`config.mk`:
```
export PLATFORM = sky130hd
export DESIGN_NAME = inference_sequencer
export DESIGN_NICKNAME = d
export VERILOG_FILES = /design/src/rtl/inference_sequencer.sv
export SDC_FILE = /design/constraint.sdc
export NUM_CORES = 1
export LEC_CHECK = 0
export CAP_MARGIN = 30
export CORE_MARGIN = 2
export CORE_UTILIZATION = 41
export DETAILED_ROUTE_END_ITERATION = 16
export HOLD_SLACK_MARGIN = 0.15
export PLACE_DENSITY = 0.65
export SYNTH_ARGS = -nofsm -noshare
export SYNTH_HDL_FRONTEND = slang
export SYNTH_SLANG_ARGS = --single-unit
```
`constraint.sdc`:
```
create_clock -name clk -period 10.3 [get_ports clk]
set_input_delay 1.03 -clock clk [delete_from_list [all_inputs] [get_ports clk]]
set_output_delay 1.03 -clock clk [all_outputs]
set_load 0.01 [all_outputs]
```
`src/rtl/inference_sequencer.sv`:
```
// Central controller for the layered inference datapath.
// Walks each sample through MAC -> truncation -> activation for every layer,
// scores the final decision against the label, and maintains running
// sample/correct counts plus integer percent accuracy from a bit-serial divider.
// LAYERS must be at least 2 so that curr_layer has a non-zero width.
module inference_sequencer #(
  parameter int LAYERS     = 2,
  parameter int OUT_WIDTH  = 10,
  parameter int MAX_INPUTS = 200,
  parameter int CNT_WIDTH  = 8,
  parameter int ACC_WIDTH  = 9,
  parameter int TIMEOUT    = 4096
) (
  input  logic                       clk,
  input  logic                       rst_overall_n,
  input  logic                       enable_inference,
  input  logic                       input_loaded,
  input  logic [LAYERS-1:0]          layer_done,
  input  logic [LAYERS-1:0]          trunc_done,
  input  logic [LAYERS-1:0]          relu_done,
  input  logic [OUT_WIDTH-1:0]       expected_output,
  input  logic [OUT_WIDTH-1:0]       obtained_output,
  output logic [LAYERS-1:0]          layer_en,
  output logic [LAYERS-1:0]          trunc_en,
  output logic [LAYERS-1:0]          relu_en,
  output logic [$clog2(LAYERS)-1:0]  curr_layer,
  output logic                       begin_next,
  output logic [CNT_WIDTH-1:0]       count,
  output logic [CNT_WIDTH-1:0]       correct,
  output logic [ACC_WIDTH-1:0]       accuracy,
  output logic                       complete,
  output logic                       timeout_err
);

  localparam int LW    = $clog2(LAYERS);
  localparam int WD_W  = $clog2(TIMEOUT);
  // Dividend is correct*100; 100 < 2^7, so seven extra bits always suffice.
  localparam int DVD_W = CNT_WIDTH + 7;

  localparam logic [3:0] S_IDLE  = 4'd0;
  localparam logic [3:0] S_WAIT  = 4'd1;
  localparam logic [3:0] S_LRUN  = 4'd2;
  localparam logic [3:0] S_TRUN  = 4'd3;
  localparam logic [3:0] S_ARUN  = 4'd4;
  localparam logic [3:0] S_CHECK = 4'd5;
  localparam logic [3:0] S_DIV   = 4'd6;
  localparam logic [3:0] S_NEXT  = 4'd7;
  localparam logic [3:0] S_DONE  = 4'd8;

  logic [3:0]           state;
  logic [WD_W-1:0]      wd_cnt;
  logic [CNT_WIDTH-1:0] div_rem;
  logic [DVD_W-1:0]     div_quo;
  logic [CNT_WIDTH-1:0] div_dsr;
  logic [3:0]           div_cnt;

  logic [CNT_WIDTH-1:0] step_rem;
  logic [DVD_W-1:0]     step_quo;
  logic [CNT_WIDTH-1:0] nxt_count;
  logic [CNT_WIDTH-1:0] nxt_correct;
  logic                 is_match;
  logic                 wd_hit;
  logic                 last_layer;

  // One restoring-division step: shift the next dividend bit into the
  // remainder, subtract the divisor if it fits, and shift the quotient bit in.
  // The remainder stays below the divisor, so it never needs more than
  // CNT_WIDTH bits once the trial subtraction has been resolved.
  function automatic logic [CNT_WIDTH+DVD_W-1:0] div_step(
    input logic [CNT_WIDTH-1:0] rem,
    input logic [DVD_W-1:0]     quo,
    input logic [CNT_WIDTH-1:0] dsr
  );
    logic [CNT_WIDTH:0] trial;
    logic [CNT_WIDTH:0] diff;
    trial = {rem, quo[DVD_W-1]};
    diff  = trial - {1'b0, dsr};
    if (trial >= {1'b0, dsr})
      div_step = {diff[CNT_WIDTH-1:0], quo[DVD_W-2:0], 1'b1};
    else
      div_step = {trial[CNT_WIDTH-1:0], quo[DVD_W-2:0], 1'b0};
  endfunction

  function automatic logic [LAYERS-1:0] onehot(input logic [LW-1:0] idx);
    onehot      = '0;
    onehot[idx] = 1'b1;
  endfunction

  // Scoring, divider step and watchdog decode shared by the FSM below.
  always_comb begin
    {step_rem, step_quo} = div_step(div_rem, div_quo, div_dsr);
    is_match    = (obtained_output == expected_output);
    nxt_count   = count + 1'b1;
    nxt_correct = correct + CNT_WIDTH'(is_match);
    wd_hit      = (wd_cnt == WD_W'(TIMEOUT - 1));
    last_layer  = (curr_layer == LW'(LAYERS - 1));
  end

  // Sequencer FSM: enables are single-cycle pulses cleared every cycle unless
  // a transition re-asserts one; done pulses count only for curr_layer in the
  // state that is waiting for them.
  always_ff @(posedge clk or negedge rst_overall_n) begin
    if (!rst_overall_n) begin
      state       <= S_IDLE;
      curr_layer  <= '0;
      layer_en    <= '0;
      trunc_en    <= '0;
      relu_en     <= '0;
      begin_next  <= 1'b0;
      count       <= '0;
      correct     <= '0;
      accuracy    <= '0;
      complete    <= 1'b0;
      timeout_err <= 1'b0;
      wd_cnt      <= '0;
      div_rem     <= '0;
      div_quo     <= '0;
      div_dsr     <= '0;
      div_cnt     <= '0;
    end else begin
      layer_en   <= '0;
      trunc_en   <= '0;
      relu_en    <= '0;
      begin_next <= 1'b0;
      case (state)
        S_IDLE: begin
          if (enable_inference && !complete) state <= S_WAIT;
        end
        S_WAIT: begin
          if (input_loaded) begin
            curr_layer <= '0;
            layer_en   <= onehot('0);
            wd_cnt     <= '0;
            state      <= S_LRUN;
          end
        end
        S_LRUN: begin
          if (layer_done[curr_layer]) begin
            trunc_en <= onehot(curr_layer);
            wd_cnt   <= '0;
            state    <= S_TRUN;
          end else if (wd_hit) begin
            timeout_err <= 1'b1;
            state       <= S_IDLE;
          end else begin
            wd_cnt <= wd_cnt + 1'b1;
          end
        end
        S_TRUN: begin
          if (trunc_done[curr_layer]) begin
            relu_en <= onehot(curr_layer);
            wd_cnt  <= '0;
            state   <= S_ARUN;
          end else if (wd_hit) begin
            timeout_err <= 1'b1;
            state       <= S_IDLE;
          end else begin
            wd_cnt <= wd_cnt + 1'b1;
          end
        end
        S_ARUN: begin
          if (relu_done[curr_layer]) begin
            if (last_layer) begin
              state <= S_CHECK;
            end else begin
              curr_layer <= curr_layer + 1'b1;
              layer_en   <= onehot(curr_layer + 1'b1);
              wd_cnt     <= '0;
              state      <= S_LRUN;
            end
          end else if (wd_hit) begin
            timeout_err <= 1'b1;
            state       <= S_IDLE;
          end else begin
            wd_cnt <= wd_cnt + 1'b1;
          end
        end
        S_CHECK: begin
          count   <= nxt_count;
          correct <= nxt_correct;
          div_quo <= DVD_W'(nxt_correct) * DVD_W'(100);
          div_rem <= '0;
          div_dsr <= nxt_count;
          div_cnt <= '0;
          state   <= S_DIV;
        end
        S_DIV: begin
          div_quo <= step_quo;
          div_rem <= step_rem;
          div_cnt <= div_cnt + 1'b1;
          if (div_cnt == 4'(DVD_W - 1)) begin
            accuracy   <= ACC_WIDTH'(step_quo);
            begin_next <= 1'b1;
            state      <= S_NEXT;
          end
        end
        S_NEXT: begin
          if (count == CNT_WIDTH'(MAX_INPUTS)) begin
            complete <= 1'b1;
            state    <= S_DONE;
          end else if (enable_inference) begin
            state <= S_WAIT;
          end else begin
            state <= S_IDLE;
          end
        end
        S_DONE: begin
          state <= S_DONE;
        end
        default: state <= S_IDLE;
      endcase
    end
  end

endmodule

```
Word-level counts from Yosys, hierarchy flattened
Index checks and enable logic that the tools add are counted.
Widths: inputs -> output; s select.
- register bits after elaboration: 78
- input bits: 30
- output and inout port bits: 35
- add/sub/neg operators: 6
- multiply operators: 1
- $lt $le $gt $ge: 5
- equal/unequal tests: 20
- muxes and demuxes: 51
- reductions and logical operators: 15
- operators with widths (kind ; count):
    $mux 12 ; 6
    $pmux 12 s4 ; 1
    $pmux 4 s9 ; 1
    $mux 4 ; 8
    $pmux 15 s2 ; 1
    $mux 23 ; 1
    $mux 1 ; 19
    $eq 4x3->1 const B ; 4
    $pmux 8 s2 ; 1
    $ne 2x2->1 const B ; 7
    $mul 8x5->13 const B ; 1
    $add 12x1->12 const B ; 1
    $eq 12x12->1 const B ; 1
    $mux 2 ; 6
    $eq 10x10->1 ; 1
    $ge 9x8->1 ; 1
    $reduce_and 3->1 ; 3
    $add 8x1->8 ; 1
    $add 8x1->8 const B ; 1
    $eq 4x2->1 const B ; 2
    $eq 4x4->1 const B ; 2
    $eq 8x8->1 const B ; 1
    $pmux 4 s2 ; 1
    $sub 8x8->8 ; 1
    19 further kinds ; 26

Logic depth before layout (Yosys ltp)
Gate-level depths: netlist of the first run.
- depth in word-level cells: 8
- gate-level depth with buffers: 18

Worst setup path before layout of the first run
No wires, ideal clock.
- path type: input -> register
- start: input port expected_output[8]
- end: register div_quo[13]
- setup time: 0.069 ns
- arrival time: 4.628 ns
- path slack: 5.602 ns
- stages on the path: 18
- buffers on the path: 0
- path through: xnor2_1 nand4_1 nor4_1 ha_1 ha_1 nand3_1 xnor2_1 ha_1 ha_1 inv_1 fa_1 inv_1 ha_1 nand2_1 o21ai_0 o41ai_1 or4b_1 nand3_1
- cells in the longest elaborated chain, start to end: 4
- ends and longest elaborated chain (item ; line ; RTL):
    start: declaration ; 21 ; input logic [OUT_WIDTH-1:0] expected_output,
    $eq 10x10->1 ; 92 ; is_match = (obtained_output == expected_output);
    $add 8x1->8 ; 94 ; nxt_correct = correct + CNT_WIDTH'(is_match);
    via nxt_correct[4] ; 60 ; logic [CNT_WIDTH-1:0] nxt_correct;
    $mul 8x5->13 ; 181 ; div_quo <= DVD_W'(nxt_correct) * DVD_W'(100);
    $pmux 15 s2 ; 125 ; case (state)
    end signal: assignment ; 181 ;
    end signal: assignment ; 188 ; div_quo <= step_quo;
    end: declaration ; 53 ; logic [DVD_W-1:0] div_quo;
The timed path passes the listed nets, and every way through them passes these cells.
A chain may end at the register's enable or synchronous reset.

Worst setup path after layout of the first run
- start: input port expected_output[9]
- end: register div_quo[13]
The elaborated chain is that of the path after synthesis.

==> results by group, run 1 <==
Setup path
  • Setup crit end: div_quo[13]
  • Crit path launch: expected_output[9]
  • CP Data Arrival Time: 5.56 ns
  • Cell family with most CP delay: adder cells
  • Critical path's slowest cell: fa_1
  • Crit path required time: 10.58 ns
  • Crit path max fanout: 5
  • Setup crit end kind: flop
  • Critical path, cell by cell: clkdlybuf4s50_1 -> xnor2_1 -> nand4_1 -> nor4_1 -> ha_1 -> ha_1 -> nand3_1 -> xnor2_1 -> ha_1 -> ha_1 -> inv_1 -> fa_1 -> inv_1 -> ha_1 -> nand2_1 -> o21ai_0 -> o41ai_1 -> or4b_1 -> nand3_1
  • Reg2reg start: correct[0]
  • R2R depth: 15
  • WP depth: 19
  • Worst R2R Setup Slack: 6.41 ns
  • Critical Path Most Common Cell: ha_1
  • Reg2reg end: div_quo[13]
  • CP bufs+invs: 3
  • CP Class: in2reg
  • Crit path launch type: input port
  • Max stage delay on crit path: 0.50 ns

Layout
  • Synthesis-to-layout area growth: 20.5%
  • Diodes inserted: 0
  • Nets: 707
  • Final cell count without fillers: 807
  • Layout cells sized above 1: 6.93%
  • Layout fillers: 1201

Route
  • Remaining DRCs: 0
  • Drt first-iter violations: 298
  • DRT Wirelength: 11.7 mm
  • Drt via density: 5.44
  • DR vias: 4388
  • Pre-antenna DRT Iters: 4
  • WL/cell: 14.5 um
  • Final ANT Viol Nets: 0

STA
  • Final clock skew: 0.00946 ns
  • Crit share post-route: 51.3%
  • Setup TNS: 0 ns
  • Hold Vio Cnt, Final: 0
  • Worst Tran Pin Value: 1.04 ns
  • Achievable Freq: 189 MHz
  • RSZ-0062 raised after global routing: no
  • Rel. slew slack: 30.8%
  • Final min period: 5.28 ns
  • Final Setup Violations: 0
  • Fin. max-slew vios: 0

Global route
  • Largest net degree at the start of global routing: 62
  • First-pass GRT wire length: 19.9 mm
  • Number of global-route vias before repair: 4284
  • Total track usage: 18.3%
  • Initial antenna violation count: 0
  • Global route overflow: 0

CTS
  • Htree depth: 3
  • Clock buffer depth: 2
  • Post-CTS Hold Buffers: 0
  • Clk sinks: 78
  • # resized after CTS: 0
  • TritonCTS Buffers: 9
  • TritonCTS clock tree: built
  • Post-CTS Setup Bufs: 0
  • Latest clock arrival within the worst-skew pair: 0.34 ns
  • Root buffer cell: clkbuf_16
  • Clock slew at reported path FFs: 0.06 ns

Synth
  • Syn Area/Cell: 9.10 um2
  • Synth unique cells: 64
  • Post-Syn Nets: 654
  • Post-synth ARST share: 100%
  • Main synth FF type: dfrtp_1
  • Number of synthesized flops with an enable pin: 0
  • Seq/Total Area, Yosys: 37.2%
  • Synthesis warning total: 0
  • Post-Syn Instances: 577
  • Mapped Area: 5250 um2
  • Number of synthesized register bits: 78

Power
  • Static Leak: 0.00279 uW
  • Max VDD drop: 0.0988 mV
  • P per Cell Area: 224 nW/um2

Floorplan
  • Row count: 41
  • Die height: 117 um
  • CORE AREA: 12600 um2
  • Die width: 117 um
  • Die Area: 13700 um2
  • Initial core utilization: 41.8%
  • Total I/O pin count: 65

Flow run
  • Max-Cap Viols: 0

Worst hold path
  • Worst hold path type: reg2reg

Placement
  • Gpl congestion: 0.787
  • Count of placed standard cells including taps: 791
  • Number of port buffers: 64
  • Post-DP HPWL: 8.58 mm

Outcome
  • Status: finished, final reports clean
==> cells by family (layout without fill, tap and decap cells) <==
family,after synthesis,count (layout),synth area share [%]
mux,17,17,3.43
buf+inv,61,119,5.41
xor+xnor,39,39,6.51
fa+ha+maj,47,47,11.8
compound gates,142,142,16.9
simple gates,193,193,18.8
flops,78,78,37.2
==> state kept, by name (all words and copies together) (netlist names), 2 cells and up <==
name,cells
div_rem,8
relu_en,2
div_quo,15
wd_cnt,12
layer_en,2
accuracy,9
trunc_en,2
div_dsr,8
div_cnt,4
state,4
correct,8
==> cell usage in the layout, fill, tap and decap left out, drive strengths merged, types with 4 or more instances in the layout <==
cell type | Yosys | final
or3 | 6 | 6
a31oi | 6 | 6
nor2b | 14 | 14
nand3 | 21 | 21
ha | 43 | 43
fa | 4 | 4
a21oi | 41 | 41
nor3 | 17 | 17
buf | 20 | 7
o21ai | 43 | 43
mux2i | 9 | 9
nand4 | 11 | 11
nor2 | 45 | 45
and3 | 4 | 4
dfrtp | 78 | 78
mux2 | 8 | 8
nor3b | 4 | 4
clkbuf | 8 | 9
a22o | 5 | 5
nand2 | 53 | 53
nand2b | 6 | 6
xor2 | 15 | 15
xnor2 | 24 | 24
o211ai | 6 | 6
o22ai | 6 | 6
inv | 33 | 35
a22oi | 5 | 5
clkdlybuf4s50 | 0 | 63
==> Yosys cell counts, types with 15 or more instances <==
library cell	n	share of area [%]
o21ai_0	36	3.4
nand3_1	21	2.0
dfrtp_1	78	37
nor3_1	15	1.4
xnor2_1	24	4.0
xor2_1	15	2.5
nand2_1	51	3.6
ha_1	43	10
inv_1	33	2.4
a21oi_1	41	3.9
nor2_1	45	3.2
==> where the power goes <==
| group | leakage (uW) | internal (uW) | switching, uW |
|---|---|---|---|
| combinational | 0.00158 | 268 | 354 |
| sequential | 0.00106 | 368 | 81.5 |
| clock | 0.000160 | 213 | 132 |
==> how the worst min path moves through the flow <==
stage	from	endpoint	slack (ns)	cells past startpoint
after detailed placement	timeout_err	timeout_err	0.45	1
after global placement	timeout_err	timeout_err	0.44	1
after floorplan	div_cnt[3]	div_cnt[3]	0.46	1
after global routing	timeout_err	timeout_err	0.47	1
final	timeout_err	timeout_err	0.47	1
after CTS	timeout_err	timeout_err	0.47	1
==> per-layer routing <==
layer | track usage [%] | part of all wire [%]
met5 | 0 | 0
met4 | 6.82 | 2.0
met3 | 3.40 | 4.3
met2 | 29.3 | 47
met1 | 24.9 | 47
==> layout make-up <==
| class | count | area, um2 | area share, % |
|---|---|---|---|
| well taps | 172 | 215 | 3.40 |
| repair buffers | 70 | 701 | 11.1 |
| multi-input cells | 438 | 3010 | 47.6 |
| clock buffers | 9 | 225 | 3.56 |
| flip-flops and latches | 78 | 1950 | 30.9 |
| inverters | 33 | 124 | 1.96 |
| clock inverters | 7 | 96.3 | 1.52 |
==> worst reg2reg max path, stage by stage, from the launching register on <==
cell     delay [ns]
dfrtp_1        0.37
ha_1           0.18
ha_1           0.24
nand3_1        0.17
xnor2_1        0.34
ha_1           0.30
ha_1           0.28
inv_1          0.05
fa_1           0.50
inv_1          0.04
ha_1           0.34
nand2_1        0.08
o21ai_0        0.26
o41ai_1        0.13
or4b_1         0.47
nand3_1        0.09
==> metrics by stage <==
step	utilization, %	setup WS (ns)	power [uW]	cell area [um2]	hold WS, ns
2_1_floorplan	-	5.60	932	5250	0.458
3_3_place_gp	47.3	4.72	1050	5950	0.439
3_5_place_dp	47.8	4.61	1070	6000	0.448
4_1_cts	50.3	4.96	1430	6330	0.466
5_1_grt	50.3	4.67	1530	6330	0.472
6_report	50.3	5.02	1420	6330	0.466
(Power assumes the default switching activity.)
==> inputs of run 2 (changes only) <==
==> constraint.sdc (replaced) <==
create_clock -name clk -period 5.3 [get_ports clk]
set_input_delay 0.53 -clock clk [delete_from_list [all_inputs] [get_ports clk]]
set_output_delay 0.53 -clock clk [all_outputs]
set_load 0.01 [all_outputs]
==> run 2 against run 1 <==
Compared with the run above:
- global-route usage down 0.057 points
- worst setup slack got worse by 4.5 ns
- non-clock buffer count up 1
==> results by group, run 2 (same netlist as run 1, synthesis figures left out) <==
STA
  • Fin. max-slew vios: 0
  • Achievable Freq: 209 MHz
  • Rel. slew slack: 32.0%
  • Fin Hold WS: 0.451 ns
  • Crit share post-route: 90.1%
  • Setup TNS: 0 ns
  • Final clock skew: 0.00755 ns
  • Final min period: 4.78 ns
  • Worst Tran Pin Value: 1.02 ns
  • Hold Vio Cnt, Final: 0
  • RSZ-0062 raised after global routing: no
  • Final Setup Violations: 0

Outcome
  • Status: finished, final reports clean

Global route
  • Total track usage: 18.3%
  • Number of global-route vias before repair: 4258
  • First-pass GRT wire length: 19.8 mm
  • Global route overflow: 0
  • Largest net degree at the start of global routing: 62
  • Initial antenna violation count: 0

Power
  • Total power: 2700 uW
  • Static Leak: 0.00278 uW
  • Max VDD drop: 0.183 mV
  • P per Cell Area: 428 nW/um2

Setup path
  • Reg2reg end: div_quo[13]
  • Cell family with most CP delay: adder cells
  • CP Data Arrival Time: 5.05 ns
  • Critical path's slowest cell: fa_1
  • CP bufs+invs: 3
  • Critical path, cell by cell: clkdlybuf4s50_1 -> xnor2_1 -> nand4_1 -> nor4_1 -> ha_1 -> ha_1 -> nand3_1 -> xnor2_1 -> ha_1 -> ha_1 -> inv_1 -> fa_1 -> inv_1 -> ha_1 -> nand2_1 -> o21ai_0 -> o41ai_1 -> or4b_1 -> nand3_1
  • Reg2reg start: correct[0]
  • R2R depth: 15
  • Critical Path Most Common Cell: ha_1
  • Worst R2R Setup Slack: 1.40 ns
  • Max stage delay on crit path: 0.50 ns
  • Crit path max fanout: 5
  • Setup crit end kind: flop
  • Crit path required time: 5.57 ns
  • Crit path launch type: input port
  • CP Class: in2reg

Layout
  • Nets: 708
  • Diodes inserted: 0
  • Commonest cells after routing, fill and taps aside: 78 x dfrtp_1, 63 x clkdlybuf4s50_1, 51 x nand2_1, 45 x nor2_1, 43 x ha_1
  • Max reg flops: 15
  • Reg with most FFs: div_quo
  • Layout fillers: 1183
  • Commonest non-fill, non-tap cell in the layout: dfrtp_1
  • Layout cells sized above 1: 6.62%
  • Final core occ: 50.2%
  • Largest regs: div_quo x15, wd_cnt x12, accuracy x9
  • Synthesis-to-layout area growth: 20.3%

CTS
  • TritonCTS Buffers: 9
  • Clock buffer depth: 2
  • Post-CTS Setup Bufs: 0
  • Root buffer cell: clkbuf_16
  • Clk sinks: 78
  • Clock slew at reported path FFs: 0.06 ns
  • Htree depth: 3
  • TritonCTS clock tree: built
  • Latest clock arrival within the worst-skew pair: 0.34 ns

Placement
  • Post-DP HPWL: 8.59 mm
  • Gpl congestion: 0.787
  • Number of port buffers: 64

Floorplan
  • Total I/O pin count: 65
  • Initial core utilization: 41.8%
  • Die width: 117 um
  • CORE AREA: 12600 um2
  • Die Area: 13700 um2
  • Die height: 117 um
  • Row count: 41

Worst hold path
  • Hold path depth: 1
  • Min-delay src: timeout_err
  • Worst hold path type: reg2reg
  • Hold EP: timeout_err

Route
  • Drt first-iter violations: 272
  • DRT Wirelength: 11.7 mm
  • Drt via density: 5.44
  • Metal2 WL: 5.53 mm
  • WL/cell: 14.5 um
  • DR vias: 4383
  • Remaining DRCs: 0
  • Final ANT Viol Nets: 0
  • Wl on met1: 5.60 mm
  • Met3 wire len: 428 um
  • Pre-antenna DRT Iters: 5
  • Top routing layer in use: met4

Flow run
  • Max-Cap Viols: 0
run 2: cell types whose count changed in the layout (fill, tap and decap cells not counted):
cell	before	now
clkbuf_8	0	2
clkinv_2	2	0
clkinvlp_4	0	2
inv_6	2	0
bufinv_16	2	1
clkinv_4	1	0
dlygate4sd3_1	0	1
run 2: worst max path at each step:
stage	from	to	slack [ns]	cells past startpoint
2_1_floorplan	expected_output[8]	div_quo[13]	1.10	18
3_3_place_gp	expected_output[9]	div_quo[13]	0.22	19
3_5_place_dp	expected_output[9]	div_quo[13]	0.13	19
4_1_cts	expected_output[9]	div_quo[13]	0.47	19
5_1_grt	obtained_output[9]	div_quo[13]	0.21	19
6_report	expected_output[9]	div_quo[13]	0.52	19
run 2: layer usage:
layer | GRT usage [%] | vias up
met5 | 0 | -
met4 | 4.24 | 0
met3 | 4.43 | 7
met2 | 29.7 | 78
met1 | 24.9 | 2121
li1 | - | 2177
run 2: metrics by stage:
stage,setup slack (ns),instances,area [um2]
6_report,0.524,806,6310
5_1_grt,0.215,806,6310
4_1_cts,0.470,806,6310
3_5_place_dp,0.131,791,6000
3_3_place_gp,0.224,786,5950
2_1_floorplan,1.10,577,5250
run 2: final cells by class:
class	count	area, um2	share of cell area, %
clock buffer	11	253	4.00
timing repair buffer	71	711	11.3
sequential	78	1950	30.9
inverter	33	124	1.96
multi-input combinational	438	3010	47.7
clock inverter	3	45.0	0.714
tap	172	215	3.41
run 2: timing repair:
action                                 in CTS  in global routing
gates resized for setup                     0                  0
endpoints found under the hold margin      17                  0
setup endpoints to repair                   0                  0
hold buffers                                1                  0
run 2: worst register-to-register path, delay by kind of cell (launching register included):
family,cells,cell delay (ns)
buffers and inverters,2,0.09
adders and majority gates,6,1.83
xor gates and xnor gates,1,0.34
DFF,1,0.38
and+or+nand+nor,4,0.80
AOI/OAI and AO/OA,2,0.39
run 2: power breakdown:
| group | total [uW] | leakage [uW] | internal [uW] | switching [uW] |
|---|---|---|---|---|
| Clock | 624 | 0.000140 | 385 | 239 |
| Sequential | 875 | 0.00106 | 716 | 159 |
| Combinational | 1200 | 0.00158 | 521 | 684 |
| Total | 2700 | 0.00278 | 1620 | 1080 |
